==> src/rtl/axi_probe_target.sv <==
// AXI4-Lite register target with a small bank of 32-bit registers, programmable
// response latency and completed-transaction counters.
module axi_probe_target #(
  parameter logic [31:0] ADDR_BASE   = 32'h0000_0000,
  parameter int unsigned NREGS_LOG2  = 4,
  parameter int unsigned WAIT_CYCLES = 0
) (
  input  logic        clk,
  input  logic        m_aresetn,
  input  logic [31:0] s_axi_awaddr,
  input  logic [2:0]  s_axi_awsize,
  input  logic        s_axi_awvalid,
  output logic        s_axi_awready,
  input  logic [31:0] s_axi_wdata,
  input  logic [3:0]  s_axi_wstrb,
  input  logic        s_axi_wvalid,
  output logic        s_axi_wready,
  output logic        s_axi_bvalid,
  input  logic        s_axi_bready,
  output logic [1:0]  s_axi_bresp,
  input  logic [31:0] s_axi_araddr,
  input  logic [2:0]  s_axi_arsize,
  input  logic        s_axi_arvalid,
  output logic        s_axi_arready,
  output logic        s_axi_rvalid,
  input  logic        s_axi_rready,
  output logic [31:0] s_axi_rdata,
  output logic [1:0]  s_axi_rresp,
  output logic [15:0] wr_count,
  output logic [15:0] rd_count
);

  localparam int unsigned NREGS     = 1 << NREGS_LOG2;
  localparam int unsigned LSB       = NREGS_LOG2 + 2;
  localparam logic [3:0]  WAIT_LAST = 4'(WAIT_CYCLES - 1);
  localparam logic [1:0]  RESP_OKAY   = 2'b00;
  localparam logic [1:0]  RESP_SLVERR = 2'b10;

  typedef enum logic [1:0] {W_IDLE, W_WAIT, W_RESP} wstate_e;
  typedef enum logic [1:0] {R_IDLE, R_WAIT, R_RESP} rstate_e;

  wstate_e w_state_q, w_state_d;
  rstate_e r_state_q, r_state_d;

  logic        aw_held_q, aw_held_d;
  logic [31:0] aw_addr_q, aw_addr_d;
  logic        w_held_q, w_held_d;
  logic [31:0] w_data_q, w_data_d;
  logic [3:0]  w_strb_q, w_strb_d;
  logic [3:0]  w_cnt_q, w_cnt_d;
  logic [31:0] ar_addr_q, ar_addr_d;
  logic [3:0]  r_cnt_q, r_cnt_d;
  logic [31:0] regs_q [NREGS];
  logic [31:0] regs_d [NREGS];
  logic [1:0]  bresp_q, bresp_d;
  logic [1:0]  rresp_q, rresp_d;
  logic [31:0] rdata_q, rdata_d;
  logic [15:0] wr_count_q, wr_count_d;
  logic [15:0] rd_count_q, rd_count_d;

  logic aw_hs, w_hs, wr_commit, rd_load;
  logic [31:0] wr_addr, wr_data, rd_addr;
  logic [3:0]  wr_strb;
  logic        wr_hit, rd_hit;
  logic [NREGS_LOG2-1:0] wr_idx, rd_idx;
  logic unused_bits;

  assign aw_hs = s_axi_awvalid & s_axi_awready;
  assign w_hs  = s_axi_wvalid & s_axi_wready;

  // A beat arriving this cycle is used directly so the zero-wait path commits on the handshake edge.
  assign wr_addr = aw_held_q ? aw_addr_q : s_axi_awaddr;
  assign wr_data = w_held_q ? w_data_q : s_axi_wdata;
  assign wr_strb = w_held_q ? w_strb_q : s_axi_wstrb;
  assign rd_addr = (r_state_q == R_IDLE) ? s_axi_araddr : ar_addr_q;

  assign wr_hit = (wr_addr[31:LSB] == ADDR_BASE[31:LSB]);
  assign rd_hit = (rd_addr[31:LSB] == ADDR_BASE[31:LSB]);
  assign wr_idx = wr_addr[LSB-1:2];
  assign rd_idx = rd_addr[LSB-1:2];

  assign unused_bits = ^{s_axi_awsize, s_axi_arsize, wr_addr[1:0], rd_addr[1:0]};

  always_ff @(posedge clk or negedge m_aresetn) begin
    if (!m_aresetn) begin
      w_state_q  <= W_IDLE;
      r_state_q  <= R_IDLE;
      aw_held_q  <= 1'b0;
      aw_addr_q  <= '0;
      w_held_q   <= 1'b0;
      w_data_q   <= '0;
      w_strb_q   <= '0;
      w_cnt_q    <= '0;
      ar_addr_q  <= '0;
      r_cnt_q    <= '0;
      bresp_q    <= '0;
      rresp_q    <= '0;
      rdata_q    <= '0;
      wr_count_q <= '0;
      rd_count_q <= '0;
      for (int unsigned i = 0; i < NREGS; i++) regs_q[i] <= '0;
    end else begin
      w_state_q  <= w_state_d;
      r_state_q  <= r_state_d;
      aw_held_q  <= aw_held_d;
      aw_addr_q  <= aw_addr_d;
      w_held_q   <= w_held_d;
      w_data_q   <= w_data_d;
      w_strb_q   <= w_strb_d;
      w_cnt_q    <= w_cnt_d;
      ar_addr_q  <= ar_addr_d;
      r_cnt_q    <= r_cnt_d;
      bresp_q    <= bresp_d;
      rresp_q    <= rresp_d;
      rdata_q    <= rdata_d;
      wr_count_q <= wr_count_d;
      rd_count_q <= rd_count_d;
      for (int unsigned i = 0; i < NREGS; i++) regs_q[i] <= regs_d[i];
    end
  end

  always_comb begin : write_next
    w_state_d  = w_state_q;
    aw_held_d  = aw_held_q;
    aw_addr_d  = aw_addr_q;
    w_held_d   = w_held_q;
    w_data_d   = w_data_q;
    w_strb_d   = w_strb_q;
    w_cnt_d    = w_cnt_q;
    bresp_d    = bresp_q;
    wr_count_d = wr_count_q;
    regs_d     = regs_q;
    wr_commit  = 1'b0;
    case (w_state_q)
      W_IDLE: begin
        if (aw_hs) begin
          aw_held_d = 1'b1;
          aw_addr_d = s_axi_awaddr;
        end
        if (w_hs) begin
          w_held_d = 1'b1;
          w_data_d = s_axi_wdata;
          w_strb_d = s_axi_wstrb;
        end
        if ((aw_held_q || aw_hs) && (w_held_q || w_hs)) begin
          if (WAIT_CYCLES == 0) begin
            w_state_d = W_RESP;
            wr_commit = 1'b1;
          end else begin
            w_state_d = W_WAIT;
            w_cnt_d   = '0;
          end
        end
      end
      W_WAIT: begin
        if (w_cnt_q == WAIT_LAST) begin
          w_state_d = W_RESP;
          wr_commit = 1'b1;
        end else begin
          w_cnt_d = w_cnt_q + 4'd1;
        end
      end
      W_RESP: begin
        if (s_axi_bready) begin
          w_state_d  = W_IDLE;
          aw_held_d  = 1'b0;
          w_held_d   = 1'b0;
          wr_count_d = wr_count_q + 16'd1;
        end
      end
      default: w_state_d = W_IDLE;
    endcase
    if (wr_commit) begin
      bresp_d = wr_hit ? RESP_OKAY : RESP_SLVERR;
      if (wr_hit) begin
        for (int unsigned b = 0; b < 4; b++) begin
          if (wr_strb[b]) regs_d[wr_idx][8*b +: 8] = wr_data[8*b +: 8];
        end
      end
    end
  end

  always_comb begin : read_next
    r_state_d  = r_state_q;
    ar_addr_d  = ar_addr_q;
    r_cnt_d    = r_cnt_q;
    rdata_d    = rdata_q;
    rresp_d    = rresp_q;
    rd_count_d = rd_count_q;
    rd_load    = 1'b0;
    case (r_state_q)
      R_IDLE: begin
        if (s_axi_arvalid) begin
          ar_addr_d = s_axi_araddr;
          if (WAIT_CYCLES == 0) begin
            r_state_d = R_RESP;
            rd_load   = 1'b1;
          end else begin
            r_state_d = R_WAIT;
            r_cnt_d   = '0;
          end
        end
      end
      R_WAIT: begin
        if (r_cnt_q == WAIT_LAST) begin
          r_state_d = R_RESP;
          rd_load   = 1'b1;
        end else begin
          r_cnt_d = r_cnt_q + 4'd1;
        end
      end
      R_RESP: begin
        if (s_axi_rready) begin
          r_state_d  = R_IDLE;
          rd_count_d = rd_count_q + 16'd1;
        end
      end
      default: r_state_d = R_IDLE;
    endcase
    // Sampling regs_q gives the pre-write value when a write commits on the same edge.
    if (rd_load) begin
      rdata_d = rd_hit ? regs_q[rd_idx] : '0;
      rresp_d = rd_hit ? RESP_OKAY : RESP_SLVERR;
    end
  end

  always_comb begin : outputs
    s_axi_awready = (w_state_q == W_IDLE) && !aw_held_q;
    s_axi_wready  = (w_state_q == W_IDLE) && !w_held_q;
    s_axi_bvalid  = (w_state_q == W_RESP);
    s_axi_bresp   = bresp_q;
    s_axi_arready = (r_state_q == R_IDLE);
    s_axi_rvalid  = (r_state_q == R_RESP);
    s_axi_rdata   = rdata_q;
    s_axi_rresp   = rresp_q;
    wr_count      = wr_count_q;
    rd_count      = rd_count_q;
  end

endmodule

==> config.mk <==
export PLATFORM = sky130hd
export DESIGN_NAME = axi_probe_target
export DESIGN_NICKNAME = d
export VERILOG_FILES = /design/src/rtl/axi_probe_target.sv
export SDC_FILE = /design/constraint.sdc
export NUM_CORES = 1
export LEC_CHECK = 0
export CORE_MARGIN = 1.5
export CORE_UTILIZATION = 50
export CTS_BUF_LIST = sky130_fd_sc_hd__clkbuf_16
export DETAILED_ROUTE_END_ITERATION = 8
export GPL_ROUTABILITY_DRIVEN = 0
export PLACE_DENSITY_LB_ADDON = 0.12
export SLEW_MARGIN = 25
export SYNTH_ARGS = -nofsm -noshare
export SYNTH_HDL_FRONTEND = slang
export SYNTH_SLANG_ARGS = --single-unit
==> constraint.sdc <==
create_clock -name clk -period 3.6 [get_ports clk]
set_clock_uncertainty 0.2 [all_clocks]
set_input_delay 0.72 -clock clk [delete_from_list [all_inputs] [get_ports clk]]
set_output_delay 0.72 -clock clk [all_outputs]
set_load 0.1 [all_outputs]
==> results of run 1 <==
metrics by stage:
stage / utilization / power (mW) / TNS, ns / instances
2_1_floorplan: - / 11.68 / 0 / 2558
3_3_place_gp: 0.5787 / 13.58 / -0.4541 / 3565
3_5_place_dp: 0.5787 / 13.77 / -0.8015 / 3565
4_1_cts: 0.6177 / 21.37 / 0 / 3692
5_1_grt: 0.6177 / 22.09 / 0 / 3692
6_report: 0.6177 / 21.24 / 0 / 3693
critical path, cell delays in order (launching register included):
cell and delay (ns):
sky130_fd_sc_hd__dfrtp_1 0.50, sky130_fd_sc_hd__or4b_1 0.47, sky130_fd_sc_hd__nor3_1 0.18, sky130_fd_sc_hd__nand4_1 0.20, sky130_fd_sc_hd__buf_12 0.32, sky130_fd_sc_hd__a211oi_4 0.48, sky130_fd_sc_hd__buf_4 0.22, sky130_fd_sc_hd__mux2_2 0.34
state kept, by name (all words and copies together), names as in the netlist:
| signal | cells |
|---|---|
| r_state_q | 1 |
| s_axi_rresp | 1 |
| w_state_q | 1 |
| w_held_q | 1 |
| aw_held_q | 1 |
| w_strb_q | 4 |
| ar_addr_q | 18 |
| regs_q | 512 |
| aw_addr_q | 30 |
| rd_count | 16 |
| w_data_q | 32 |
| s_axi_rdata | 32 |
| wr_count | 16 |
| s_axi_bresp | 1 |
area by class of cell:
class,instances,area [um2]
inverters,6,22.52
flip-flops and latches,666,16670
clock buffers,77,1927
well taps,837,1047
clock inverters,49,478.0
multi-input cells,1722,14180
fillers,4882,23680
repair buffers,335,3941
diodes,1,2.502
layer usage:
layer  wire length, um  vias to the layer above  track usage
li1                  -                     9594            -
met1             37610                    11150       0.3635
met2             38200                      545       0.4100
met3              4178                      100      0.04036
met4              1396                        2      0.06973
met5                11                        -            0
layout by cell type, fill, tap and decap left out, drive strengths merged, types with 2 or more instances in the layout:
cell type | synthesis | final
and3 | 5 | 5
or3 | 2 | 2
bufinv | 0 | 10
nand3b | 6 | 6
buf | 37 | 233
a31oi | 2 | 2
xnor2 | 19 | 19
nor2 | 25 | 25
clkinv | 0 | 27
or3b | 6 | 6
conb | 1 | 2
clkdlybuf4s50 | 0 | 101
a22oi | 16 | 16
mux2i | 98 | 98
nand3 | 12 | 12
nor2b | 2 | 2
dfrtp | 666 | 666
inv | 6 | 18
nor3 | 9 | 9
nand2 | 457 | 457
o22ai | 33 | 33
clkbuf | 127 | 77
nand2b | 4 | 4
nand4 | 10 | 10
xor2 | 11 | 11
o21ai | 34 | 34
mux2 | 618 | 618
ha | 2 | 2
a21oi | 162 | 162
and2 | 2 | 2
a32o | 32 | 32
nor4 | 19 | 19
or4 | 65 | 65
a211oi | 64 | 64
worst paths after layout:
| check | cells after the start | slack (ns) | startpoint | endpoint |
|---|---|---|---|---|
| setup / recovery | 7 | 0.43 | aw_held_q$_DFFE_PN0P_ | regs_q[340]$_DFFE_PN0P_ |
| hold / removal | 1 | 0.27 | rd_count[15]$_DFFE_PN0P_ | rd_count[15]$_DFFE_PN0P_ |
| setup reg to reg | 7 | 0.43 | aw_held_q$_DFFE_PN0P_ | regs_q[340]$_DFFE_PN0P_ |
| hold reg to reg | 1 | 0.27 | rd_count[15]$_DFFE_PN0P_ | rd_count[15]$_DFFE_PN0P_ |
| max in group asynchronous | 3 | 1.75 | m_aresetn | regs_q[394]$_DFFE_PN0P_ |
| min in group asynchronous | 2 | 0.49 | m_aresetn | wr_count[15]$_DFFE_PN0P_ |
report_power, final:
group | internal [mW] | switching [mW] | leakage [nW]
sequential | 8.00 | 0.404 | 9.08
combinational | 1.64 | 3.65 | 6.74
clock | 4.56 | 2.98 | 1.23
kinds of logic after synthesis:
family | synth area share
AO/OA/AOI/OAI | 0.09255
XOR/XNOR | 0.008359
adder cells (fa/ha/maj) | 0.0007960
buffers and inverters | 0.02233
flip-flops | 0.5302
multiplexers | 0.2564
other | 0.0001193
AND/OR/NAND/NOR | 0.08917
what timing repair did:
action	in CTS	in global routing
hold buffers	1	0
endpoints found under the hold margin	58	0
setup buffers	0	0
==> impl_metrics.yaml, run 1 <==
detailed_routing:
  postRouteAntennaNets: 0
  wl_per_cell_um: 22.04
  finalWirelength_um: 81390
  drt_first_iter_violations: 1623
  detailroute.via_count: 21390
  detailedRoute.firstPassIterationCount: 8
  route.detailed.drc: 0
  routed_via_density: 5.791
sta:
  finalCritPeriodShare: 0.8808
  finalMaxSlewViolations: 0
  worstMarginPinSlew_ns: 0.8047
  min_cycle_time_layout_ns: 3.171
  setup-violations-final: 0
  grt_setup_unrepaired: "false"
  maxClockFrequency_mhz: 315.4
  fin_worst_hold_slack_ns: 0.2703
  slew_headroom: 0.4636
  final-hold-violation-count: 0
  timing.final.ws_setup_ns: 0.4291
yosys:
  postSynth.asyncResetShare: 1.000
  yosysSeqAreaShare: 0.5302
  synth_common_cells: "666 x sky130_fd_sc_hd__dfrtp_1, 579 x sky130_fd_sc_hd__mux2_2, 457 x sky130_fd_sc_hd__nand2_1"
  synth.top_cells.by_area: "sky130_fd_sc_hd__dfrtp_1 53%, sky130_fd_sc_hd__mux2_2 21%, sky130_fd_sc_hd__nand2_1 5.5%"
  yosys_register_bits: 666
  synth_edf_count: 0
  yosys.area.top_type_share: 0.5302
  mean_area_per_synthesized_cell_um2: 12.29
  yosysTopAreaCell: "sky130_fd_sc_hd__dfrtp_1"
  synthesis.instances: 2557
  most_common_cell_in_the_synthesized_netlist: "sky130_fd_sc_hd__dfrtp_1"
  mappedNetlistArea_um2: 31430
  netlist-cell-type-count: 44
  synth_top_flop_cell: "sky130_fd_sc_hd__dfrtp_1"
  yosys_warnings: 0
pwr:
  power.density_nw_per_um2: 555.1
  maximum_vdd_drop_v: 0.0002713
  power.leakage_nw: 17.06
clock_tree:
  numCtsBuffers: 72
  cts.htree.levels: 3
  clock_tree.buffer_depth: 3
  clkTransAtPathRegs_ns: 0.06
  clkLatencyLatePin_ns: 0.61
  cts.root.buffer_cell: "sky130_fd_sc_hd__clkbuf_16"
  cts-resized-gates: 0
  clock_tree_from_tritoncts: "done"
  cts_sink_count: 666
floorplanning:
  floorplan.initialDensity: 0.5075
  die_width_um: 253.7
  design.die.area_um2: 64380
  placeableCoreArea_um2: 61940
  row_count: 91
  io_pins: 186
  fp.dieH_um: 253.7
global_route:
  grt_pass1_vias: 22190
  antenna_found_initial: 1
  first_pass_grt_wire_length_um: 127900
  gr-total-overflow: 0
  track_usage: 0.2563
  grt_start_max_net_pins: 93
worst_setup_path:
  startpoint_to_endpoint_class_of_the_critical_path: "reg -> reg"
  cp-start-kind: "flop"
  crit_required_ns: 3.89
  critical_path_arrival_ns: 3.46
  setup.worst_path.end_class: "flop"
  crit_path_max_fanout: 65
run_status:
  outcome: "finished clean"
placed_design:
  io_buffer_count: 173
  post-place-ws_ns: -0.1025
  post_dp_cell_area_um2: 35840
  dpl.hpwl_um: 53070
worst_hold_path:
  worst_hold_path_type: "reg -> reg"
flow_run:
  max-cap-violations: 0
layout:
  post_route_cells_drive_above_1_share: 0.3608
  finalInstanceArea_um2: 38260
  final_nets: 2918
  area.growth.synth_to_final_pct: 21.73
Note: power is estimated with default switching activity, not from simulation.
==> inputs of run 2 (changes only) <==
--- a/config.mk
+++ b/config.mk
@@ -10,7 +10,7 @@
 export CTS_BUF_LIST = sky130_fd_sc_hd__clkbuf_16
 export DETAILED_ROUTE_END_ITERATION = 8
 export GPL_ROUTABILITY_DRIVEN = 0
-export PLACE_DENSITY_LB_ADDON = 0.12
+export PLACE_DENSITY = 0.67
 export SLEW_MARGIN = 25
 export SYNTH_ARGS = -nofsm -noshare
 export SYNTH_HDL_FRONTEND = slang
==> constraint.sdc (replaced) <==
create_clock -name clk -period 3.6 [get_ports clk]
set_clock_uncertainty 0.2 [all_clocks]
set_input_delay 0.54 -clock clk [delete_from_list [all_inputs] [get_ports clk]]
set_output_delay 0.54 -clock clk [all_outputs]
set_load 0.1 [all_outputs]
==> run 2 against run 1 <==
Routed wire length shrank 0.13%; die area is the same; sequential share of layout area grew 0.78 points; critical path type unchanged; first-iteration DRC count shrank 1.7%; critical endpoint is now regs_q[146]$_DFFE_PN0P_; via count shrank 0.43%; global-route usage grew 0.25 points; register-to-register slack lost 0.08 ns.
==> impl_metrics.yaml, run 2 (synthesized netlist as in run 1, its figures left out) <==
layout:
  mostFrequentLayoutCell: "sky130_fd_sc_hd__dfrtp_1"
  post_route_cells_drive_above_1_share: 0.3327
  largest_register_ffs: 512
  area.growth.synth_to_final_pct: 19.59
  finalInstanceArea_um2: 37590
  final_nets: 2898
  final_cell_mix: "665 x sky130_fd_sc_hd__dfrtp_1, 577 x sky130_fd_sc_hd__mux2_2, 456 x sky130_fd_sc_hd__nand2_1, 161 x sky130_fd_sc_hd__a21oi_1, 155 x sky130_fd_sc_hd__clkdlybuf4s50_1"
  largest_register: "regs_q"
global_route:
  antenna_found_initial: 1
  grt_pass1_vias: 22460
  gr-total-overflow: 0
  first_pass_grt_wire_length_um: 128200
  track_usage: 0.2588
  grt_start_max_net_pins: 161
pwr:
  clkPwrFrac: 0.337
  comb_power_share: 0.249
  p_int_mw: 13.40
  power.switching_mw: 6.788
  finalPower_mw: 20.19
  power.leakage_nw: 16.63
  seq_power_share: 0.414
  swShare: 0.3362
  maximum_vdd_drop_v: 0.0004581
  power.density_nw_per_um2: 537.1
sta:
  grt_setup_unrepaired: "false"
  final-hold-violation-count: 0
  finalSetupTns_ns: 0
  finalCritPeriodShare: 0.9032
  fin_worst_hold_slack_ns: 0.2641
  finalMaxSlewViolations: 0
  setup-violations-final: 0
  min_cycle_time_layout_ns: 3.252
  maxClockFrequency_mhz: 307.5
  worstMarginPinSlew_ns: 1.013
  slew_headroom: 0.3225
worst_setup_path:
  startpoint_to_endpoint_class_of_the_critical_path: "reg -> reg"
  cp-start-kind: "flop"
  setup.worst_path.end_class: "flop"
  crit_path_max_fanout: 21
  crit_required_ns: 3.90
  critical_path_arrival_ns: 3.55
placed_design:
  io_buffer_count: 173
  post_dp_cell_area_um2: 35430
  dpl.hpwl_um: 49720
floorplanning:
  io_pins: 186
  fp.dieH_um: 253.7
  floorplan.initialDensity: 0.5075
  row_count: 91
  die_width_um: 253.7
  design.die.area_um2: 64380
  placeableCoreArea_um2: 61940
clock_tree:
  cts.htree.levels: 3
  clock_tree_from_tritoncts: "done"
  postCtsSetupBuffers: 0
  cts_sink_count: 666
  cts-resized-gates: 0
  clkLatencyLatePin_ns: 0.62
  clock_tree.buffer_depth: 3
  hold_buffers: 1
  clkTransAtPathRegs_ns: 0.06
  numCtsBuffers: 71
  cts.root.buffer_cell: "sky130_fd_sc_hd__clkbuf_16"
detailed_routing:
  wl_per_cell_um: 22.11
  postRouteAntennaNets: 0
  detailedRoute.firstPassIterationCount: 5
  detailroute.via_count: 21300
  drt_first_iter_violations: 1596
  finalWirelength_um: 81290
  routed_via_density: 5.792
  route.detailed.drc: 0
worst_hold_path:
  worst_hold_path_type: "reg -> reg"
flow_run:
  max-cap-violations: 0
run_status:
  outcome: "finished clean"
run 2: cell count changes in the layout (fill, tap and decap cells not counted), sizes merged:
| cell | change |
|---|---|
| diode | +2 |
| buf | -73 |
| clkbuf | -3 |
| clkinvlp | +2 |
| inv | +6 |
| clkinv | +4 |
| clkdlybuf4s50 | +54 |
| bufinv | -8 |
run 2: power groups by stage:
| stage | clock network [mW] | logic (mW) | registers (mW) |
|---|---|---|---|
| 3_3_place_gp | 0 | 4.88 | 8.45 |
| 6_report | 6.80 | 5.03 | 8.36 |
| 2_1_floorplan | 0 | 2.78 | 8.89 |
| 3_5_place_dp | 0 | 5.03 | 8.49 |
| 4_1_cts | 6.95 | 5.04 | 8.36 |
| 5_1_grt | 7.24 | 5.37 | 8.43 |
run 2: critical path: stages, from the launching register on:
cell and delay [ns]:
sky130_fd_sc_hd__dfrtp_1 0.37, sky130_fd_sc_hd__or4b_1 0.52, sky130_fd_sc_hd__nor3_1 0.20, sky130_fd_sc_hd__nand4_1 0.41, sky130_fd_sc_hd__buf_4 0.47, sky130_fd_sc_hd__a211oi_4 0.38, sky130_fd_sc_hd__buf_4 0.25, sky130_fd_sc_hd__mux2_4 0.31
run 2: worst paths after layout:
check	start	end	slack (ns)	cells after the start
hold reg to reg	rd_count[15]$_DFFE_PN0P_	rd_count[15]$_DFFE_PN0P_	0.26	1
setup / recovery	aw_addr_q[6]$_DFFE_PN0P_	regs_q[146]$_DFFE_PN0P_	0.35	7
min in group asynchronous	m_aresetn	regs_q[338]$_DFFE_PN0P_	0.32	2
max in group asynchronous	m_aresetn	wr_count[15]$_DFFE_PN0P_	1.79	4
setup reg to reg	aw_addr_q[6]$_DFFE_PN0P_	regs_q[146]$_DFFE_PN0P_	0.35	7
hold / removal	rd_count[15]$_DFFE_PN0P_	rd_count[15]$_DFFE_PN0P_	0.26	1
run 2: cell type report:
class                           instances  area (um2)
Antenna cell                            3       7.507
Clock buffer                           74        1852
Inverter                                6       22.52
Clock inverter                         53       292.8
Tap cell                              837        1047
Sequential cell                       666       16670
Timing Repair Buffer                  316        3521
Fill cell                            4885       24350
Multi-Input combinational cell       1722       14180
run 2: metrics by stage:
stage               worst slack (ns)    util  cells
floorplan                     0.1919       -   2558
global placement             0.06420  0.5720   3546
detailed placement           0.07005  0.5720   3546
CTS                           0.3552  0.6068   3674
global route                  0.2650  0.6068   3675
finish                        0.3484  0.6069   3677
run 2: layer usage:
layer / wire [um] / track usage / vias to the layer above
li1: - / - / 9577
met1: 35280 / 0.3444 / 11000
met2: 39700 / 0.4333 / 549
met4: 2481 / 0.08656 / 0
met3: 3829 / 0.04005 / 168
met5: 0 / 0 / -
